### src/rtl/gray_cnt_src.sv
// rtl/gray_cnt_src.sv - up/down binary counter presenting registered Gray codes over a valid/ready handshake
// Optional adjacency checker enabled by defining GRAY_CHK_EN.
module gray_cnt_src #(
  parameter int WIDTH = 5
) (
  input  logic             clk,
  input  logic             rst_n,
  input  logic             en,
  input  logic             up_dn,
  input  logic             ld,
  input  logic [WIDTH-1:0] ld_bin,
  output logic [WIDTH-1:0] g_out,
  output logic             g_valid,
  input  logic             g_ready,
  output logic             wrap,
  output logic             err
);

  function automatic logic [WIDTH-1:0] to_gray(input logic [WIDTH-1:0] b);
    return b ^ (b >> 1);
  endfunction

  logic [WIDTH-1:0] bin;
  logic [WIDTH-1:0] bin_nxt;
  logic             wrap_nxt;
  logic             fire;
  logic             step;

  assign fire = g_valid & g_ready;
  assign step = !ld && fire && en;

  always_comb begin
    bin_nxt  = up_dn ? bin + 1'b1 : bin - 1'b1;
    wrap_nxt = up_dn ? (bin == '1) : (bin == '0);
  end

  // Priority: load, then handshake fire, then presenting the held code.
  always_ff @(posedge clk or negedge rst_n) begin
    if (!rst_n) begin
      bin     <= '0;
      g_out   <= '0;
      g_valid <= 1'b0;
      wrap    <= 1'b0;
    end else if (ld) begin
      bin     <= ld_bin;
      g_out   <= to_gray(ld_bin);
      g_valid <= 1'b0;
      wrap    <= 1'b0;
    end else if (fire) begin
      if (en) begin
        bin     <= bin_nxt;
        g_out   <= to_gray(bin_nxt);
        g_valid <= 1'b1;
        wrap    <= wrap_nxt;
      end else begin
        g_valid <= 1'b0;
        wrap    <= 1'b0;
      end
    end else begin
      if (!g_valid && en) begin
        g_valid <= 1'b1;
      end
      wrap <= 1'b0;
    end
  end

`ifdef GRAY_CHK_EN
  logic [WIDTH-1:0] prev_g;
  logic             stepped;
  logic [WIDTH-1:0] diff;
  logic             one_bit;

  assign diff    = g_out ^ prev_g;
  assign one_bit = (diff != '0) && ((diff & (diff - 1'b1)) == '0);

  // prev_g holds the code shown before the most recent step; loads never arm the compare.
  always_ff @(posedge clk or negedge rst_n) begin
    if (!rst_n) begin
      prev_g  <= '0;
      stepped <= 1'b0;
      err     <= 1'b0;
    end else begin
      stepped <= step;
      if (step) begin
        prev_g <= g_out;
      end
      if (stepped && !one_bit) begin
        err <= 1'b1;
      end
    end
  end
`else
  assign err = 1'b0;
`endif

endmodule

### config.mk
export PLATFORM = sky130hd
export DESIGN_NAME = gray_cnt_src
export DESIGN_NICKNAME = d
export VERILOG_FILES = /design/src/rtl/gray_cnt_src.sv
export SDC_FILE = /design/constraint.sdc
export NUM_CORES = 1
export LEC_CHECK = 0
export ABC_AREA = 1
export BUFFER_PORTS_ARGS = -buffer_cell sky130_fd_sc_hd__buf_2
export CAP_MARGIN = 0
export CORE_MARGIN = 5
export CORE_UTILIZATION = 30
export CTS_CLUSTER_SIZE = 8
export DETAILED_ROUTE_END_ITERATION = 8
export SLEW_MARGIN = 10
export SYNTH_ARGS = -nofsm -noshare
export SYNTH_HDL_FRONTEND = slang
export SYNTH_SLANG_ARGS = --single-unit
### constraint.sdc
create_clock -name clk -period 2 [get_ports clk]
set_input_delay 0.1 -clock clk [delete_from_list [all_inputs] [get_ports clk]]
set_output_delay 0.1 -clock clk [all_outputs]
set_load 0.02 [all_outputs]
==> impl_metrics.sql <==
INSERT INTO impl_metrics (metric_group, metric, value, unit) VALUES
('flow_run', 'timing.max_cap.violations', '0', ''),
('worst_setup_path', 'required_time_of_the_critical_path', '2160', 'ps'),
('yosys', 'yosys-mux-area-fraction', '0', '%'),
('yosys', 'synthesis.area', '844.6', 'um2'),
('status', 'outcome', 'completed', ''),
('power', 'p_per_area', '714.1', 'nW/um2'),
('routing', 'firstDrtPassIters', '4', ''),
('clocking', 'cts.repair.resized', '0', ''),
('grt', 'grt_use_total', '10.91', '%'),
('placement', 'dp_hpwl', '1679', 'um'),
('worst_setup_path', 'timing.critical_path.mode_cell', 'sky130_fd_sc_hd__nand2_1', ''),
('yosys', 'synthesis.instances', '125', ''),
('clocking', 'number_of_buffers_on_the_longest_clock_path', '2', ''),
('worst_setup_path', 'timing.critical_path.fanout_max', '6', ''),
('power', 'pwr-share-comb', '38.9', '%'),
('timing', 'final_setup_violation_count', '0', ''),
('clocking', 'root_buffer', 'sky130_fd_sc_hd__clkbuf_4', ''),
('cells_and_area', 'design.final.nets', '160', ''),
('timing', 'fin_setup_tns', '0', 'ps'),
('routing', 'wire_per_inst', '11.34', 'um'),
('timing', 'maxClockFrequency', '568.4', 'MHz'),
('timing', 'worst_slack', '240.7', 'ps'),
('grt', 'grt-ovfl-total', '0', ''),
('clocking', 'cts_htree_levels', '1', ''),
('timing', 'period_needed', '1759', 'ps'),
('power', 'switchingPower', '277.2', 'uW'),
('routing', 'detail-route-antenna-nets', '0', ''),
('yosys', 'post_synth_num_cell_types', '25', ''),
('grt', 'grt_antenna_before_repair', '0', ''),
('routing', 'drt_iter0_markers', '20', ''),
('timing', 'final-max-slew-violation-count', '0', ''),
('worst_setup_path', 'end_kind', 'register', ''),
('worst_setup_path', 'timing_worst_setup_path_type', 'reg -> reg', ''),
('worst_setup_path', 'crit_path_start_kind', 'register', ''),
('routing', 'viasPerCell', '4.920', ''),
('cells_and_area', 'post_route_cells_drive_above_1_share', '20.83', '%'),
('worst_setup_path', 'timing.critical_path.cells', 'inv_1 -> fa_1 -> inv_1 -> nand2_1 -> nand2_1 -> nand2_2 -> nand2_1 -> nand2_1 -> nand2_1 -> nand3_1 -> nand2_1 -> nand2_1', ''),
('clocking', 'cts_tree', 'yes', ''),
('clocking', 'clock_sinks', '11', ''),
('routing', 'detail_route.wirelength', '1984', 'um'),
('yosys', 'synth_compound_area_share', '12.44', '%'),
('power', 'power.share.switching', '39.42', '%'),
('die', 'fp.coreArea', '2734', 'um2'),
('die', 'rows', '19', ''),
('worst_setup_path', 'crit_path_top_delay_cell', 'sky130_fd_sc_hd__dfrtp_1', ''),
('die', 'die_width', '63.06', 'um'),
('cells_and_area', 'mostFrequentLayoutCells', '42 x sky130_fd_sc_hd__nand2_1, 17 x sky130_fd_sc_hd__buf_2, 14 x sky130_fd_sc_hd__nand3_1, 13 x sky130_fd_sc_hd__inv_1, 11 x sky130_fd_sc_hd__dfrtp_1', ''),
('grt', 'grt_pass1_wl', '3588', 'um'),
('worst_hold_path', 'worstHoldStart', 'g_ready', ''),
('yosys', 'synth_xor_area_share', '1.037', '%'),
('yosys', 'yosys.area_share.simple', '36.74', '%'),
('yosys', 'syn_warnings', '0', ''),
('power', 'irDropWorstVdd', '0.0004074', 'V'),
('clocking', 'cts.repair_timing.setup_buffer_count', '0', ''),
('timing', 'final_hold_viol_count', '0', ''),
('routing', 'remaining_drc_errors', '0', ''),
('yosys', 'ys_seq_elements', '11', ''),
('timing', 'rsz_0062_raised_after_global_routing', 'no', ''),
('routing', 'routed-via-count', '861', ''),
('cells_and_area', 'final_common_cell', 'sky130_fd_sc_hd__nand2_1', ''),
('worst_setup_path', 'crit_path_max_incr_delay', '430', 'ps'),
('placement', 'pre_cts_ws', '255.8', 'ps'),
('yosys', 'synthesis.nets', '140', ''),
('worst_setup_path', 'critical_path_arrival', '1920', 'ps'),
('placement', 'place.gp.congestion', '0.8546', ''),
('yosys', 'combinational_family_with_the_most_area_after_synthesis', 'simple AND/OR/NAND/NOR gates', ''),
('die', 'initial_utilization', '30.89', '%'),
('die', 'dieArea', '3977', 'um2'),
('timing', 'final.setup_skew', '8.214', 'ps'),
('power', 'internal-power', '426.0', 'uW'),
('worst_setup_path', 'crit-reg2reg-launch', 'bin[0]$_DFFE_PN0P_', '');
## Yosys cell counts (all sizes together)
library cell | instances | area (um2)
xnor2 | 1 | 8.760
nand2 | 44 | 170.2
o221ai | 1 | 8.760
fa | 1 | 20.02
o21ai | 4 | 31.28
o22ai | 1 | 6.260
nor2 | 12 | 55.06
a21oi | 6 | 30.03
o211ai | 3 | 22.52
dfrtp | 11 | 275.3
nand3 | 14 | 70.07
nand4 | 1 | 6.260
ha | 3 | 37.54
inv | 17 | 63.81
conb | 1 | 3.750
buf | 3 | 20.01
or2 | 1 | 8.760
a31oi | 1 | 6.260
## per-layer routing
metal	GRT usage, %	share of wire (%)	vias up	routed length (um)
met5	0	0	-	0
met2	17.82	47	26	937
li1	-	-	441	-
met4	5.305	3.0	0	59
met1	13.61	45	386	899
met3	2.131	4.4	8	87
## path summary, 6_finish.rpt
path	to	slack, ps	cells after the start
max in group asynchronous	g_out[3]$_DFFE_PN0P_	1560	2
min	g_valid$_DFFE_PN0P_	90	4
max	g_out[3]$_DFFE_PN0P_	240	12
min reg2reg	g_out[1]$_DFFE_PN0P_	490	2
min in group asynchronous	g_out[4]$_DFFE_PN0P_	220	2
max reg2reg	g_out[3]$_DFFE_PN0P_	240	12
## cells by family after synthesis
group / count (synthesis)
flip-flops: 11
AO/OA/AOI/OAI: 16
adder cells (fa/ha/maj): 4
AND/OR/NAND/NOR: 72
other: 1
XOR/XNOR: 1
buffers and inverters: 20
## state kept, by name, summed over array words and instances (netlist names)
signal,cells
bin,4
g_out,5
g_valid,1
wrap,1
## through the flow
step / power (mW) / cell area (um2) / hold WS, ps
6_report: 0.7032 / 984.7 / 86.23
3_5_place_dp: 0.5475 / 948.4 / -10.69
5_1_grt: 0.7600 / 984.7 / 105.1
4_1_cts: 0.7049 / 984.7 / 95.13
3_3_place_gp: 0.5448 / 948.4 / -13.12
2_1_floorplan: 0.4748 / 844.6 / -195.6
## final cells by class
| type | count | area (um2) |
|---|---|---|
| well taps | 31 | 38.79 |
| repair buffers | 18 | 95.09 |
| inverters | 17 | 63.81 |
| clock buffers | 4 | 26.28 |
| flip-flops and latches | 11 | 275.3 |
| fillers | 296 | 1749 |
| multi-input cells | 94 | 485.5 |
## worst max-delay path: cells and delay by family, from the launching register on
kind	cells	cell delay [ps]
and+or+nand+nor	9	620
adders and majority gates	1	420
DFF	1	430
buffers and inverters	2	180
## power groups by stage
stage	Sequential (mW)	Clock [mW]	Combinational, mW
after floorplan	0.293	0	0.182
after global placement	0.274	0	0.271
after detailed placement	0.274	0	0.273
after CTS	0.270	0.159	0.276
after global routing	0.276	0.172	0.312
final	0.270	0.159	0.274
No activity file was read; power rests on OpenSTA's default activity.
